$ cat src/rtl/clkdiv_sel_arbiter.sv
// Two-requester arbiter that owns the clock divider select bus and applies
// new values glitch-safely: only while the divided clock is low, or on timeout.
module clkdiv_sel_arbiter #(
  parameter logic [4:0]  SEL_RESET     = 5'd9,
  parameter int unsigned SETTLE_CYCLES = 2,
  parameter int unsigned WAIT_MAX      = 1024
) (
  input  logic       clk,
  input  logic       rst_n,
  input  logic       req0,
  input  logic [4:0] sel0,
  output logic       ack0,
  input  logic       req1,
  input  logic [4:0] sel1,
  output logic       ack1,
  input  logic       clk_out_fb,
  output logic [4:0] sel_out,
  output logic       busy,
  output logic       timed_out
);

  typedef enum logic [1:0] {IDLE, WAIT_LOW, SETTLE, ACK} state_e;

  localparam logic [15:0] WAIT_LAST   = 16'(WAIT_MAX - 1);
  localparam logic [3:0]  SETTLE_LOAD = 4'(SETTLE_CYCLES - 1);
  localparam logic [4:0]  SEL_MAX     = 5'd23;

  state_e      state_q, state_d;
  logic        grant_q, grant_d;
  logic [4:0]  lat_sel_q, lat_sel_d;
  logic [4:0]  sel_out_q, sel_out_d;
  logic [15:0] wait_cnt_q, wait_cnt_d;
  logic [3:0]  settle_cnt_q, settle_cnt_d;
  logic        to_flag_q, to_flag_d;
  logic        ptr_q, ptr_d;
  logic        ack0_q, ack0_d;
  logic        ack1_q, ack1_d;
  logic        busy_q, busy_d;
  logic        timed_out_q, timed_out_d;

  logic        win_id;
  logic [4:0]  win_raw;
  logic [4:0]  win_sel;

  // The pointer only matters when both requesters are active at once.
  assign win_id  = (req0 && req1) ? ptr_q : req1;
  assign win_raw = win_id ? sel1 : sel0;
  assign win_sel = (win_raw > SEL_MAX) ? SEL_MAX : win_raw;

  always_ff @(posedge clk or negedge rst_n) begin
    if (!rst_n) begin
      state_q      <= IDLE;
      grant_q      <= 1'b0;
      lat_sel_q    <= '0;
      sel_out_q    <= SEL_RESET;
      wait_cnt_q   <= '0;
      settle_cnt_q <= '0;
      to_flag_q    <= 1'b0;
      ptr_q        <= 1'b0;
      ack0_q       <= 1'b0;
      ack1_q       <= 1'b0;
      busy_q       <= 1'b0;
      timed_out_q  <= 1'b0;
    end else begin
      state_q      <= state_d;
      grant_q      <= grant_d;
      lat_sel_q    <= lat_sel_d;
      sel_out_q    <= sel_out_d;
      wait_cnt_q   <= wait_cnt_d;
      settle_cnt_q <= settle_cnt_d;
      to_flag_q    <= to_flag_d;
      ptr_q        <= ptr_d;
      ack0_q       <= ack0_d;
      ack1_q       <= ack1_d;
      busy_q       <= busy_d;
      timed_out_q  <= timed_out_d;
    end
  end

  always_comb begin
    state_d      = state_q;
    grant_d      = grant_q;
    lat_sel_d    = lat_sel_q;
    sel_out_d    = sel_out_q;
    wait_cnt_d   = wait_cnt_q;
    settle_cnt_d = settle_cnt_q;
    to_flag_d    = to_flag_q;
    ptr_d        = ptr_q;
    case (state_q)
      IDLE: begin
        if (req0 || req1) begin
          grant_d   = win_id;
          lat_sel_d = win_sel;
          to_flag_d = 1'b0;
          if (win_sel == sel_out_q) begin
            state_d = ACK;
          end else begin
            state_d    = WAIT_LOW;
            wait_cnt_d = '0;
          end
        end
      end
      WAIT_LOW: begin
        // Forcing with the feedback still high is the only way sel can move mid-pulse.
        if (!clk_out_fb || (wait_cnt_q == WAIT_LAST)) begin
          sel_out_d    = lat_sel_q;
          to_flag_d    = clk_out_fb;
          settle_cnt_d = SETTLE_LOAD;
          state_d      = SETTLE;
        end else if (wait_cnt_q != '1) begin
          wait_cnt_d = wait_cnt_q + 16'd1;
        end
      end
      SETTLE: begin
        if (settle_cnt_q == '0) begin
          state_d = ACK;
        end else begin
          settle_cnt_d = settle_cnt_q - 4'd1;
        end
      end
      ACK: begin
        ptr_d     = ~grant_q;
        to_flag_d = 1'b0;
        state_d   = IDLE;
      end
      default: state_d = IDLE;
    endcase
  end

  // Outputs are registered from the next state so they line up with the state flops.
  always_comb begin
    busy_d      = (state_d != IDLE);
    ack0_d      = (state_d == ACK) && !grant_d;
    ack1_d      = (state_d == ACK) && grant_d;
    timed_out_d = (state_d == ACK) && to_flag_d;
  end

  assign sel_out   = sel_out_q;
  assign ack0      = ack0_q;
  assign ack1      = ack1_q;
  assign busy      = busy_q;
  assign timed_out = timed_out_q;

endmodule
$ cat config.mk
export PLATFORM = sky130hd
export DESIGN_NAME = clkdiv_sel_arbiter
export DESIGN_NICKNAME = d
export VERILOG_FILES = /design/src/rtl/clkdiv_sel_arbiter.sv
export SDC_FILE = /design/constraint.sdc
export NUM_CORES = 1
export LEC_CHECK = 0
export BUFFER_PORTS_ARGS = -buffer_cell sky130_fd_sc_hd__buf_2
export CAP_MARGIN = 40
export CORE_UTILIZATION = 57
export CTS_CLUSTER_DIAMETER = 60
export CTS_CLUSTER_SIZE = 12
export DETAILED_ROUTE_END_ITERATION = 10
export GPL_TIMING_DRIVEN = 0
export PLACE_DENSITY_LB_ADDON = 0.05
export SETUP_SLACK_MARGIN = 0.5
export SYNTH_ARGS = -nofsm -noshare
export SYNTH_HDL_FRONTEND = slang
export SYNTH_SLANG_ARGS = --single-unit
$ cat constraint.sdc
create_clock -name clk -period 3.3 [get_ports clk]
set_input_delay 0.33 -clock clk [delete_from_list [all_inputs] [get_ports clk]]
set_output_delay 0.33 -clock clk [all_outputs]
set_load 0.01 [all_outputs]
Yosys cells after proc, flatten, opt, wreduce, memory -nomap -nowiden
Index checks and enable logic that the tools add are counted.

storage, ports and cells
  register bits = 39
  bits in latches = 0
  memory bits (writable) = 0
  memory bits (read-only) = 0
  output and inout port bits = 9
  memories = 0

operators by class
  $add $sub $neg = 2
  multipliers = 0
  divide/modulo/power cells = 0
  magnitude comparators = 1
  eq/ne operators = 13
  shifts and indexed selects = 0
  mux-type cells = 21
  bitwise operators = 1
  reductions and logical operators = 17

operator list
  operator               count
  $mux 16                4
  $pmux 16 s2            1
  $add 16x1->16 const B  1
  $eq 16x10->1 const B   1
  $ne 16x16->1 const B   1
  $ne 2x2->1 const B     6
  $mux 5                 2
  $mux 2                 4
  $mux 4                 2
  $pmux 2 s4             1
  $pmux 4 s2             1
  $eq 2x2->1 const B     3
  $reduce_bool 2->1      3
  $eq 5x5->1             1
  $gt 5x5->1 const B     1
  $mux 1                 5
  $reduce_and 5->1       1
  $logic_and 1x1->1      4
  $logic_not 4->1        1
  $reduce_and 2->1       2
  $sub 4x1->4 const B    1
  $pmux 1 s3             1
  $reduce_and 3->1       1
  $eq 2x1->1 const B     1
  4 further kinds        6

Depth between registers and ports, before layout
Gate-level depths: netlist of run 1.

  depth in word-level cells = 11
  gate-level depth with buffers = 8

Worst setup path before layout of run 1
OpenSTA, ideal clock, no wires.

  kind = reg2reg
  from = register wait_cnt_q[12]
  to = register sel_out_q[2], in the netlist sel_out[2]
  arrival = 1.932 ns
  slack = 1.243 ns
  stages on the path, launching flop included = 6
  buffers on the path = 0
  clock period less this slack = 2.057 ns
  cells stage by stage = dfrtp_1 > or4_4 > nor4_4 > nand2_1 > a21oi_4 > mux2_2

between the ends
  word-level cells in the longest chain between the ends = 3

ends and longest elaborated chain
  what                        RTL line  source
  from (decl)                 32        logic [15:0] wait_cnt_q, wait_cnt_d;
  from (signal assigned)      69        wait_cnt_q <= wait_cnt_d;
  $eq 16x10->1                105       if (!clk_out_fb || (wait_cnt_q == WAIT_LAST)) begin
  $logic_or 1x1->1            105
  $reduce_and 2->1 (no line)  -
  to (signal assigned)        68        sel_out_q <= sel_out_d;
  to (decl)                   31        logic [4:0] sel_out_q, sel_out_d;

Every way passes these cells.
A chain may end at the register's enable or synchronous reset.

Worst setup path after layout of run 1
  from = register wait_cnt_q[0]
  to = register wait_cnt_q[12]

between the ends
  word-level cells in the longest chain between the ends = 4
  elaborated cells on any way between the ends = 10
  classes of those cells = add/sub (1); eq/ne (4); mux (3); reduce/logical (2)

ends and longest elaborated chain
  what                                             RTL line
  $add 16x1->16 or $eq 16x10->1 (tied branches)    111, 105
  $mux 16 or $logic_or 1x1->1 (tied branches)      110, 105
  $mux 16 or $ne 2x2->1 (tied branches)            -
  $pmux 16 s2 or $reduce_and 5->1 (tied branches)  -

Parallel ways exist; a longest one is shown, timed or not. The select of a mux whose other input is x is not followed.

==> results of run 1 <==
-- where the power goes --
group	switching [W]	internal (W)
sequential	0.000187	0.000672
combinational	0.000716	0.000498
clock	0.000178	0.000145
total	0.00108	0.00131
-- cell usage after synthesis (4+ instances only) --
library cell,number
a21oi_1,14
and2_1,5
and3_1,4
clkbuf_1,8
dfrtp_1,37
inv_1,10
mux2_2,6
mux2i_1,8
nand2_1,38
nand2b_1,6
nand3_1,21
nand4_1,10
nor2_1,18
nor3_1,14
o211ai_1,4
o21ai_0,13
o221ai_1,4
xor2_1,5
-- repair_timing --
item / in CTS / in global routing
setup buffers: 0 / 0
hold endpoints to repair: 13 / 0
setup endpoints to repair: 0 / 0
hold buffers: 1 / 0
-- metrics by stage --
| step | power (W) | setup slack [ns] | utilization, % |
|---|---|---|---|
| final | 0.00240 | 0.871 | 66.0 |
| after global routing | 0.00259 | 0.653 | 66.0 |
| after CTS | 0.00240 | 0.901 | 66.0 |
| after detailed placement | 0.00207 | 0.915 | 63.9 |
| after global placement | 0.00205 | 0.996 | 63.4 |
| after floorplan | 0.00176 | 1.24 | - |
-- layout by cell type (no fill, tap or decap), types with 2 or more instances in the layout --
cell type,count
o211ai_1,4
o21ai_0,13
nor2_1,18
a21oi_4,2
nand4_1,10
o311ai_1,2
inv_1,10
buf_4,3
buf_2,24
clkbuf_8,5
nor2b_1,3
nor3_1,14
and3_1,4
a22oi_1,3
o221ai_1,4
nand2b_1,6
nand3_1,21
clkbuf_1,8
dfstp_2,2
a21oi_1,14
a22o_1,2
ha_1,2
mux2i_1,8
and2_1,5
nand2_1,38
o31a_1,3
mux2_2,6
dfrtp_1,37
clkinv_2,3
nor3b_1,3
xor2_1,5
xnor2_1,2
o311ai_4,2
-- registers in the layout (all words and copies together), names as in the netlist --
signal,cells
wait_cnt_q,16
lat_sel_q,5
sel_out,5
settle_cnt_q,4
state_q,2
ack0,1
ack1,1
busy,1
grant_q,1
ptr_q,1
timed_out,1
to_flag_q,1
-- critical path: stages, from the launching register on --
cell and delay (ns):
dfrtp_1 0.43, ha_1 0.22, nand3_1 0.22, nor3_1 0.48, and4_1 0.37, a21o_1 0.14, buf_4 0.18, o31a_1 0.13
o221ai_1 0.11
-- cell type report --
type	instances	area, um2	share of cell area [%]
Tap cell	52	65.1	2.25
Sequential cell	39	978	33.8
Buffer	15	78.8	2.72
Clock inverter	3	15.0	0.519
Multi-Input combinational cell	225	1520	52.4
Timing Repair Buffer	23	135	4.67
Inverter	10	37.5	1.30
Clock buffer	5	68.8	2.38
-- routing by layer --
metal | GRT usage, % | up-vias | routed length, um
met2 | 42.7 | 67 | 2660
met5 | 0 | - | 0
li1 | - | 1127 | -
met3 | 5.09 | 6 | 328
met4 | 9.33 | 0 | 76
met1 | 38.4 | 1090 | 2910
-- worst paths after layout --
path	endpoint	slack (ns)	depth (start not counted)
setup / recovery	wait_cnt_q[12]	0.87	8
hold / removal	lat_sel_q[0]	0.39	3
setup reg to reg	wait_cnt_q[12]	0.87	8
hold reg to reg	lat_sel_q[2]	0.48	2
max in group asynchronous	sel_out[0]	2.30	3
min in group asynchronous	wait_cnt_q[2]	0.47	2
-- logic make-up (layout without fill, tap and decap cells) --
| group | Yosys count | count (layout) | share of synthesized area (%) |
|---|---|---|---|
| XOR/XNOR | 7 | 7 | 2.35 |
| AND/OR/NAND/NOR | 138 | 138 | 28.6 |
| AO/OA/AOI/OAI | 64 | 64 | 20.5 |
| buffers and inverters | 25 | 56 | 4.46 |
| flip-flops | 39 | 39 | 37.5 |
| adder cells (fa/ha/maj) | 2 | 2 | 0.959 |
| multiplexers | 14 | 14 | 5.66 |
==> key figures, run 1 <==
Outcome
  – Run status: complete, no violations

Power and ir drop
  – Power Dens Cells: 828 nW/um2
  – Lkg Pwr: between 1 and 1.5 nW
  – Worst VDD drop: 520 uV

Final layout
  – Final Non-Filler Cells: approximately 370
  – # fillers: 377
  – N_diodes: 0
  – Layout area overhead: 10.9%
  – Share of layout cells above drive strength 1: 20.0%
  – Post-route cell area: 2890 um2
  – # nets final: 336

Placed design
  – DP Cell Count: 363
  – Dpl hpwl: 4330 um
  – Dpl cell area: about 2800 um2
  – IO buf count: 21
  – Placer Congestion: ~0.84

Global routing
  – Vias in the first global route: 2,242
  – Antenna violations before repair: 0
  – Largest net degree at the start of global routing: 27
  – GRT overflow: 0
  – Global-route wire length before repair: 10,600 um
  – GR Util All Layers: 27.4%

Synthesis
  – Main synth FF type: dfrtp_1
  – Synth Instances: just under 300
  – Synth top area share: 35.5%
  – Post-synth EDFFs: 0
  – Syn_nets: 306
  – Fraction of registers with async set/reset: 100%
  – Leading area contributor after synthesis: dfrtp_1
  – Yosys cell types: 63
  – Syn avg cell area: around 9.0 um2
  – Register area share after synthesis: 37.5%
  – Synthesized cell area: 2610 um2
  – Yosys reg bits: 39
  – Synth area leaders: dfrtp_1, nand2_1, nand3_1, mux2i_1, a21oi_1
  – Total of warnings raised by yosys: 0

CTS
  – CTS root buffer: clkbuf_8
  – Clock-pin slew of the registers on the worst-case setup and hold paths: 0.08 ns
  – Clk sinks: 39
  – CTS buffer count: 5
  – Htree depth: 2
  – Later-pin clock latency in the skew report: 0.30 ns
  – Clock tree buffer depth: 2
  – Cts repair resizes: 0
  – CTS tree: built

Min path
  – Worst min-delay path class: input pin to register
  – Worst hold start: sel1[0]

Die
  – Die area: 4850 um2
  – Die height: 69.7 um
  – Top Ports: 24
  – Die W: about 70 um
  – # rows: 24
  – Initial Util: between 50% and 60%
  – Core region area: around 4400 um2

Setup path
  – Critical Path RT: 3.46 ns
  – Critical path launch point type: register
  – R2R Path Start: wait_cnt_q[0]
  – Arr. time, crit path: approximately 2.6 ns
  – Maximum fanout along the worst path: 10
  – Crit. End Element: register
  – Worst setup path start: wait_cnt_q[0]
  – Crit path kind: register to register

STA
  – Max Slew Vio Count: 0
  – Max-slew headroom: a little over half
  – Post-route setup TNS: 0 ns
  – Post-layout min period: 2.43 ns
  – Final hold violation count: 0
  – Endpoints failing setup: 0
  – Hold WS: 0.386 ns
  – Max Fclk: 412 MHz
  – Slew @ Worst Pin: 0.708 ns
  – Period utilization: about 74%
  – Clk_skew: 0.00463 ns
  – RSZ-0062 raised after global routing: false

Route
  – Post-Route WL: 5970 um
  – Drt first-iter violations: 149
  – Drt wl/cell: approximately 16 um
  – ANT nets after route: 0
  – Via count: between 2,000 and 2,500
  – TritonRoute pass-1 iters: 4
  – Mean number of vias per cell: 6.16
  – DRC: 0

Flow run
  – Max capacitance violation total: 0
No activity file was read; power rests on OpenSTA's default activity.
==> inputs of run 2 (changes only) <==
- clock period: 3.3 -> 2.4 ns (I/O delays scaled with it)
==> run 2 against run 1 <==
Against the previous run:
- critical path depth shrank 1
- sequential power grew 39%
- sequential share of layout area shrank 6.2 points
- non-clock buffer count grew 32
- routed wire length grew 25%
- first-iteration DRC count grew 100%
- final area grew 23%
- setup slack lost 0.65 ns
- clock power grew 58%
- flip-flop and latch count is the same
- clock-buffer cell count grew 3
- critical endpoint is now wait_cnt_q[7]
==> key figures, run 2 (same netlist as run 1, synthesis figures left out) <==
Outcome
  – Run status: complete, no violations

STA
  – Clk_skew: 0.00539 ns (+0.000765 ns)
  – Final hold violation count: 0 (unchanged)
  – Max Fclk: 460 MHz (+12%)
  – Endpoints failing setup: 0 (unchanged)
  – Slew @ Worst Pin: 0.775 ns (+0.0667 ns)
  – RSZ-0062 raised after global routing: true
  – Post-layout min period: 2.18 ns (-0.253 ns)
  – Max-slew headroom: 48.0% (-4.5 points)
  – Post-route setup TNS: 0 ns (unchanged)
  – Max Slew Vio Count: 0 (unchanged)
  – Period utilization: 90.6% (+17 points)

Setup path
  – Crit path kind: register to register
  – FF-to-FF setup slack: 0.22 ns (-0.65 ns)
  – R2R Path Start: wait_cnt_q[6]
  – Critical Path RT: 2.63 ns (-0.83 ns)
  – Maximum fanout along the worst path: 7 (-3)
  – Arr. time, crit path: 2.40 ns (-0.18 ns)
  – R2R depth: 7 (-1)
  – Worst r2r dst: wait_cnt_q[7]
  – CP Cell Sequence: nand4_1 -> nor2_1 -> a21o_4 -> a21oi_4 -> buf_12 -> mux2_4 -> o221ai_2
  – Critical path launch point type: register
  – Crit-path max cell delay: 0.54 ns (+0.06 ns)
  – Crit. End Element: register
  – CP max-delay cell: nor2_1

Final layout
  – Share of layout cells above drive strength 1: 38.6% (+19 points)
  – Post-route cell area: 3550 um2 (+23%)
  – Final Non-Filler Cells: 404 (+8.6%)
  – N_diodes: 0 (unchanged)
  – Most frequent cells in the layout: dfrtp_1, nand2_1, buf_2
  – # nets final: 368 (+9.5%)
  – Final core occ: 81.0% (+15 points)
  – Max reg flops: 16 (unchanged)
  – Most common cell after layout, fill and taps aside: dfrtp_1
  – Reg with most FFs: wait_cnt_q
  – # fillers: 277 (-27%)
  – Layout area overhead: 36.1%

Placed design
  – IO buf count: 21 (unchanged)
  – Placer Congestion: 0.831 (-1.1%)
  – Dpl cell area: 2840 um2 (+1.3%)
  – DP Cell Count: 363 (unchanged)
  – Dpl hpwl: 4350 um (+0.65%)

Die
  – # rows: 24 (unchanged)
  – Die W: 69.7 um (unchanged)
  – Die height: 69.7 um (unchanged)
  – Top Ports: 24 (unchanged)
  – Core region area: 4380 um2 (unchanged)
  – Die area: 4850 um2 (unchanged)
  – Initial Util: 59.5% (unchanged)

Power and ir drop
  – Worst VDD drop: 717 uV (+38%)
  – Psw: 0.00183 W (+69%)
  – Power Dens Cells: 1200 nW/um2 (+45%)
  – Sequential fraction of design power: 28.1% (-7.8 points)
  – Comb pwr share: 59.9% (+9.2 points)
  – Lkg Pwr: 1.54 nW (+26%)
  – Sw Ratio: 43.0% (-2.1 points)
  – Int Power: 0.00242 W (+84%)
  – Clock Power Share: 12.0% (-1.5 points)

CTS
  – Clock-pin slew of the registers on the worst-case setup and hold paths: 0.08 ns (about the same)
  – Later-pin clock latency in the skew report: 0.31 ns (about the same)
  – CTS tree: built
  – CTS root buffer: clkbuf_8
  – Clock tree buffer depth: 2 (unchanged)
  – Htree depth: 2 (unchanged)
  – CTS buffer count: 5 (unchanged)
  – Clk sinks: 39 (unchanged)

Min path
  – Hold Path Cell Cnt: 3 (unchanged)
  – Hold Path End: lat_sel_q[0]
  – Worst hold start: sel1[0]
  – Worst min-delay path class: input pin to register

Route
  – Drt wl/cell: 18.4 um (+15%)
  – Drt first-iter violations: 302 (+100%)
  – Mean number of vias per cell: 6.43 (+4.5%)
  – Post-Route WL: 7440 um (+25%)
  – Via count: 2,599 (+13%)
  – DRC: 0 (unchanged)
  – ANT nets after route: 0 (unchanged)
  – TritonRoute pass-1 iters: 5 (+1)

Global routing
  – Vias in the first global route: 2,564 (+14%)
  – Global-route wire length before repair: 11,900 um (+12%)
  – GRT overflow: 0 (unchanged)
  – GR Util All Layers: 31.0% (+3.6 points)
  – Antenna violations before repair: 0 (unchanged)
  – Largest net degree at the start of global routing: 23 (-15%)

Flow run
  – Max capacitance violation total: 0 (unchanged)
## run 2: cell types whose count changed in the layout (fill, tap and decap cells not counted), moves of 4 or more
cell	change
a21oi_1	-4
mux2_4	+4
buf_6	+10
nand2_1	-7
buf_12	+4
buf_4	+18
nand2_4	+4
mux2_2	-4
o21ai_0	-4
nand3_1	-4
## run 2: area by class of cell
class | count | area, um2 | area share [%]
inverter | 10 | 37.5 | 1.06
timing repair buffer | 55 | 483 | 13.6
sequential | 39 | 980 | 27.6
tap | 52 | 65.1 | 1.83
clock buffer | 8 | 100 | 2.82
buffer | 15 | 103 | 2.89
multi-input combinational | 225 | 1780 | 50.2
## run 2: through the flow
step / total power [W] / setup slack, ns / hold WS (ns)
2_1_floorplan: 0.00245 / 0.372 / -0.0556
3_3_place_gp: 0.00285 / 0.157 / 0.405
3_5_place_dp: 0.00290 / 0.126 / 0.218
4_1_cts: 0.00395 / 0.307 / 0.290
5_1_grt: 0.00448 / 0.178 / 0.330
6_report: 0.00425 / 0.225 / 0.280
## run 2: worst max path at each step
| stage | from | end | slack (ns) |
|---|---|---|---|
| finish | wait_cnt_q[6] | wait_cnt_q[7] | 0.22 |
| global route | wait_cnt_q[6] | wait_cnt_q[7] | 0.18 |
| CTS | ptr_q | wait_cnt_q[5] | 0.31 |
| detailed placement | wait_cnt_q[12] | sel_out[2] | 0.13 |
| global placement | wait_cnt_q[12] | sel_out[2] | 0.16 |
| floorplan | wait_cnt_q[12] | sel_out[2] | 0.37 |
## run 2: per-layer routing
| layer | GRT usage [%] | wire length (um) |
|---|---|---|
| met1 | 40.9 | 3250 |
| met2 | 49.6 | 3670 |
| met3 | 6.25 | 408 |
| met4 | 13.3 | 118 |
| met5 | 0 | 0 |
## run 2: worst max-delay path: cells and delay by family, from the launching register on
kind | cells | cell delay, ns
AND/OR/NAND/NOR | 2 | 0.79
flip-flops | 1 | 0.47
buffers and inverters | 1 | 0.16
multiplexers | 1 | 0.30
AO/OA/AOI/OAI | 3 | 0.36
## run 2: what timing repair did
item,4_1_cts,5_1_grt
gates resized for setup,39,35
setup endpoints to repair,31,31
hold buffers,1,0
buffers inserted,24,8
pin swaps,28,17
hold endpoints to repair,15,0
## run 2: power by group through the flow
stage	Combinational [W]	Clock, W	Sequential [W]
final	0.00255	0.000509	0.00119
after CTS	0.00227	0.000512	0.00117
after detailed placement	0.00171	0	0.00119
after global placement	0.00167	0	0.00118
after floorplan	0.00129	0	0.00116
after global routing	0.00271	0.000536	0.00123
==> inputs of run 3 (changes only) <==
- CELL_PAD_IN_SITES_DETAIL_PLACEMENT: default -> 0
- CELL_PAD_IN_SITES_GLOBAL_PLACEMENT: default -> 1
- CORE_UTILIZATION: 57 -> 46
- clock period: 2.4 -> 2.1 ns (I/O delays scaled with it)
==> run 3 against run 2 <==
Against the previous run:
- clock skew decreased by 0.0010 ns
- setup slack lost 0.21 ns
- combinational power is 13% higher
- fmax up 4.4%
- critical path type unchanged
==> key figures, run 3 (same netlist as run 1, synthesis figures left out) <==
Outcome
  – Run status: complete, no violations

Global routing
  – Largest net degree at the start of global routing: 23 (unchanged)
  – Global-route wire length before repair: 12,400 um (+4.7%)
  – GRT overflow: 0 (unchanged)
  – Vias in the first global route: 2,411 (-6.0%)
  – Antenna violations before repair: 0 (unchanged)
  – GR Util All Layers: 26.7% (-4.3 points)

Die
  – Die W: 77.3 um (+11%)
  – # rows: 27 (+13%)
  – Core region area: 5470 um2 (+25%)
  – Top Ports: 24 (unchanged)
  – Die height: 77.3 um (+11%)
  – Die area: 5980 um2 (+23%)
  – Initial Util: 47.7% (-12 points)

STA
  – Clk_skew: 0.00436 ns (-0.00103 ns)
  – Max Slew Vio Count: 0 (unchanged)
  – RSZ-0062 raised after global routing: true
  – Max Fclk: 480 MHz (+4.4%)
  – Final hold violation count: 0 (unchanged)
  – Slew @ Worst Pin: 0.586 ns (-0.188 ns)
  – Hold WS: 0.261 ns (-0.0190 ns)
  – Max-slew headroom: 60.9% (+13 points)
  – Period utilization: 99.2% (+8.6 points)
  – Post-layout min period: 2.08 ns (-0.0913 ns)
  – Post-route setup slack: 0.0161 ns (-0.209 ns)
  – Endpoints failing setup: 0 (unchanged)

Flow run
  – Max capacitance violation total: 0 (unchanged)

Final layout
  – Most common cell after layout, fill and taps aside: dfrtp_1
  – Share of layout cells above drive strength 1: 39.9% (+1.3 points)
  – Reg with most FFs: wait_cnt_q
  – Most frequent cells in the layout: dfrtp_1, nand2_1, buf_4
  – N_diodes: 0 (unchanged)
  – # nets final: 369 (+0.27%)
  – Layout area overhead: 36.5%
  – Max reg flops: 16 (unchanged)

Placed design
  – IO buf count: 21 (unchanged)
  – Dpl hpwl: 4630 um (+6.3%)
  – Placer Congestion: 0.790 (-5.0%)
  – Dpl ws: -0.191 ns (-0.317 ns)

Route
  – Via count: 2,422 (-6.8%)
  – ANT nets after route: 0 (unchanged)
  – Drt wl/cell: 17.1 um (-7.4%)
  – DRC: 0 (unchanged)
  – Drt first-iter violations: 136 (-55%)
  – Mean number of vias per cell: 5.70 (-11%)
  – Post-Route WL: 7250 um (-2.6%)
  – TritonRoute pass-1 iters: 4 (-1)

Min path
  – Hold Path Cell Cnt: 3 (unchanged)
  – Worst min-delay path class: input pin to register
  – Hold Path End: lat_sel_q[0]
  – Worst hold start: sel1[0]

CTS
  – CTS tree: built
  – Later-pin clock latency in the skew report: 0.29 ns (-0.02 ns)
  – Clock tree buffer depth: 2 (unchanged)
  – CTS buffer count: 5 (unchanged)
  – Htree depth: 2 (unchanged)
  – Clk sinks: 39 (unchanged)
  – Clock-pin slew of the registers on the worst-case setup and hold paths: 0.08 ns (about the same)
  – CTS root buffer: clkbuf_8

Setup path
  – Maximum fanout along the worst path: 2 (-5)
  – Crit path kind: register to register
  – Critical path launch point type: register
  – Arr. time, crit path: 2.26 ns (-0.14 ns)
  – R2R depth: 7 (unchanged)
  – Crit. End Element: register
  – Worst r2r dst: sel_out[2]
  – R2R Path Start: wait_cnt_q[12]
  – FF-to-FF setup slack: 0.02 ns (-0.21 ns)
  – Critical Path RT: 2.28 ns (-0.35 ns)

Power and ir drop
  – Lkg Pwr: 1.53 nW (-0.43%)
  – Power Dens Cells: 1330 nW/um2 (+11%)
  – Worst VDD drop: 636 uV (-11%)
run 3: routing by layer:
metal	global-route usage, %	up-vias	wire [um]
li1	-	1185	-
met1	37.5	1179	3360
met2	43.2	53	3510
met3	3.57	5	306
met4	6.60	0	64
met5	0	-	0
run 3: power by group:
part	internal [W]	total, W	switching (W)	leakage [nW]
Clock	0.000228	0.000506	0.000278	0.0477
Combinational	0.00138	0.00287	0.00149	0.982
Sequential	0.00106	0.00137	0.000306	0.503
Total	0.00266	0.00474	0.00208	1.53
run 3: worst max-delay path by stage:
stage,startpoint,end,cells past startpoint
global route,wait_cnt_q[12],timed_out,7
global placement,wait_cnt_q[12],sel_out[2],5
finish,wait_cnt_q[12],sel_out[2],7
CTS,wait_cnt_q[12],sel_out[2],7
floorplan,wait_cnt_q[12],sel_out[2],5
detailed placement,wait_cnt_q[0],wait_cnt_q[13],8
run 3: final cells by class:
class	instances	area, um2
Fill cell	472	1910
Multi-Input combinational cell	225	1810
Sequential cell	39	981
Timing Repair Buffer	56	458
Buffer	15	105
Tap cell	72	90.1
Clock buffer	5	68.8
Inverter	10	37.5
Clock inverter	3	15.0
run 3: timing repair:
item                                   in CTS  in global routing
endpoints found under the hold margin      17                  0
buffers inserted                           28                  5
resized for setup                          54                 21
pin swaps                                  15                 13
setup endpoints to repair                  37                 34
hold buffers                                1                  0
run 3: worst max-delay path, stage by stage, from the launching register on:
cell and delay, ns:
dfrtp_2 0.41, or4_4 0.53, nor4_4 0.17, buf_4 0.19
nand2_4 0.06, a21oi_4 0.18, buf_6 0.13, mux2_4 0.29
run 3: per-stage QoR:
| stage | total power, W | TNS, ns | utilization (%) | cell area [um2] | instances |
|---|---|---|---|---|---|
| detailed placement | 0.00335 | -2.35 | 52.7 | 2880 | 383 |
| floorplan | 0.00283 | 0 | - | 2660 | 289 |
| finish | 0.00474 | 0 | 65.1 | 3560 | 425 |
| global placement | 0.00332 | -2.10 | 52.2 | 2860 | 382 |
| global route | 0.00506 | -0.570 | 65.1 | 3560 | 425 |
| CTS | 0.00457 | 0 | 63.1 | 3450 | 420 |
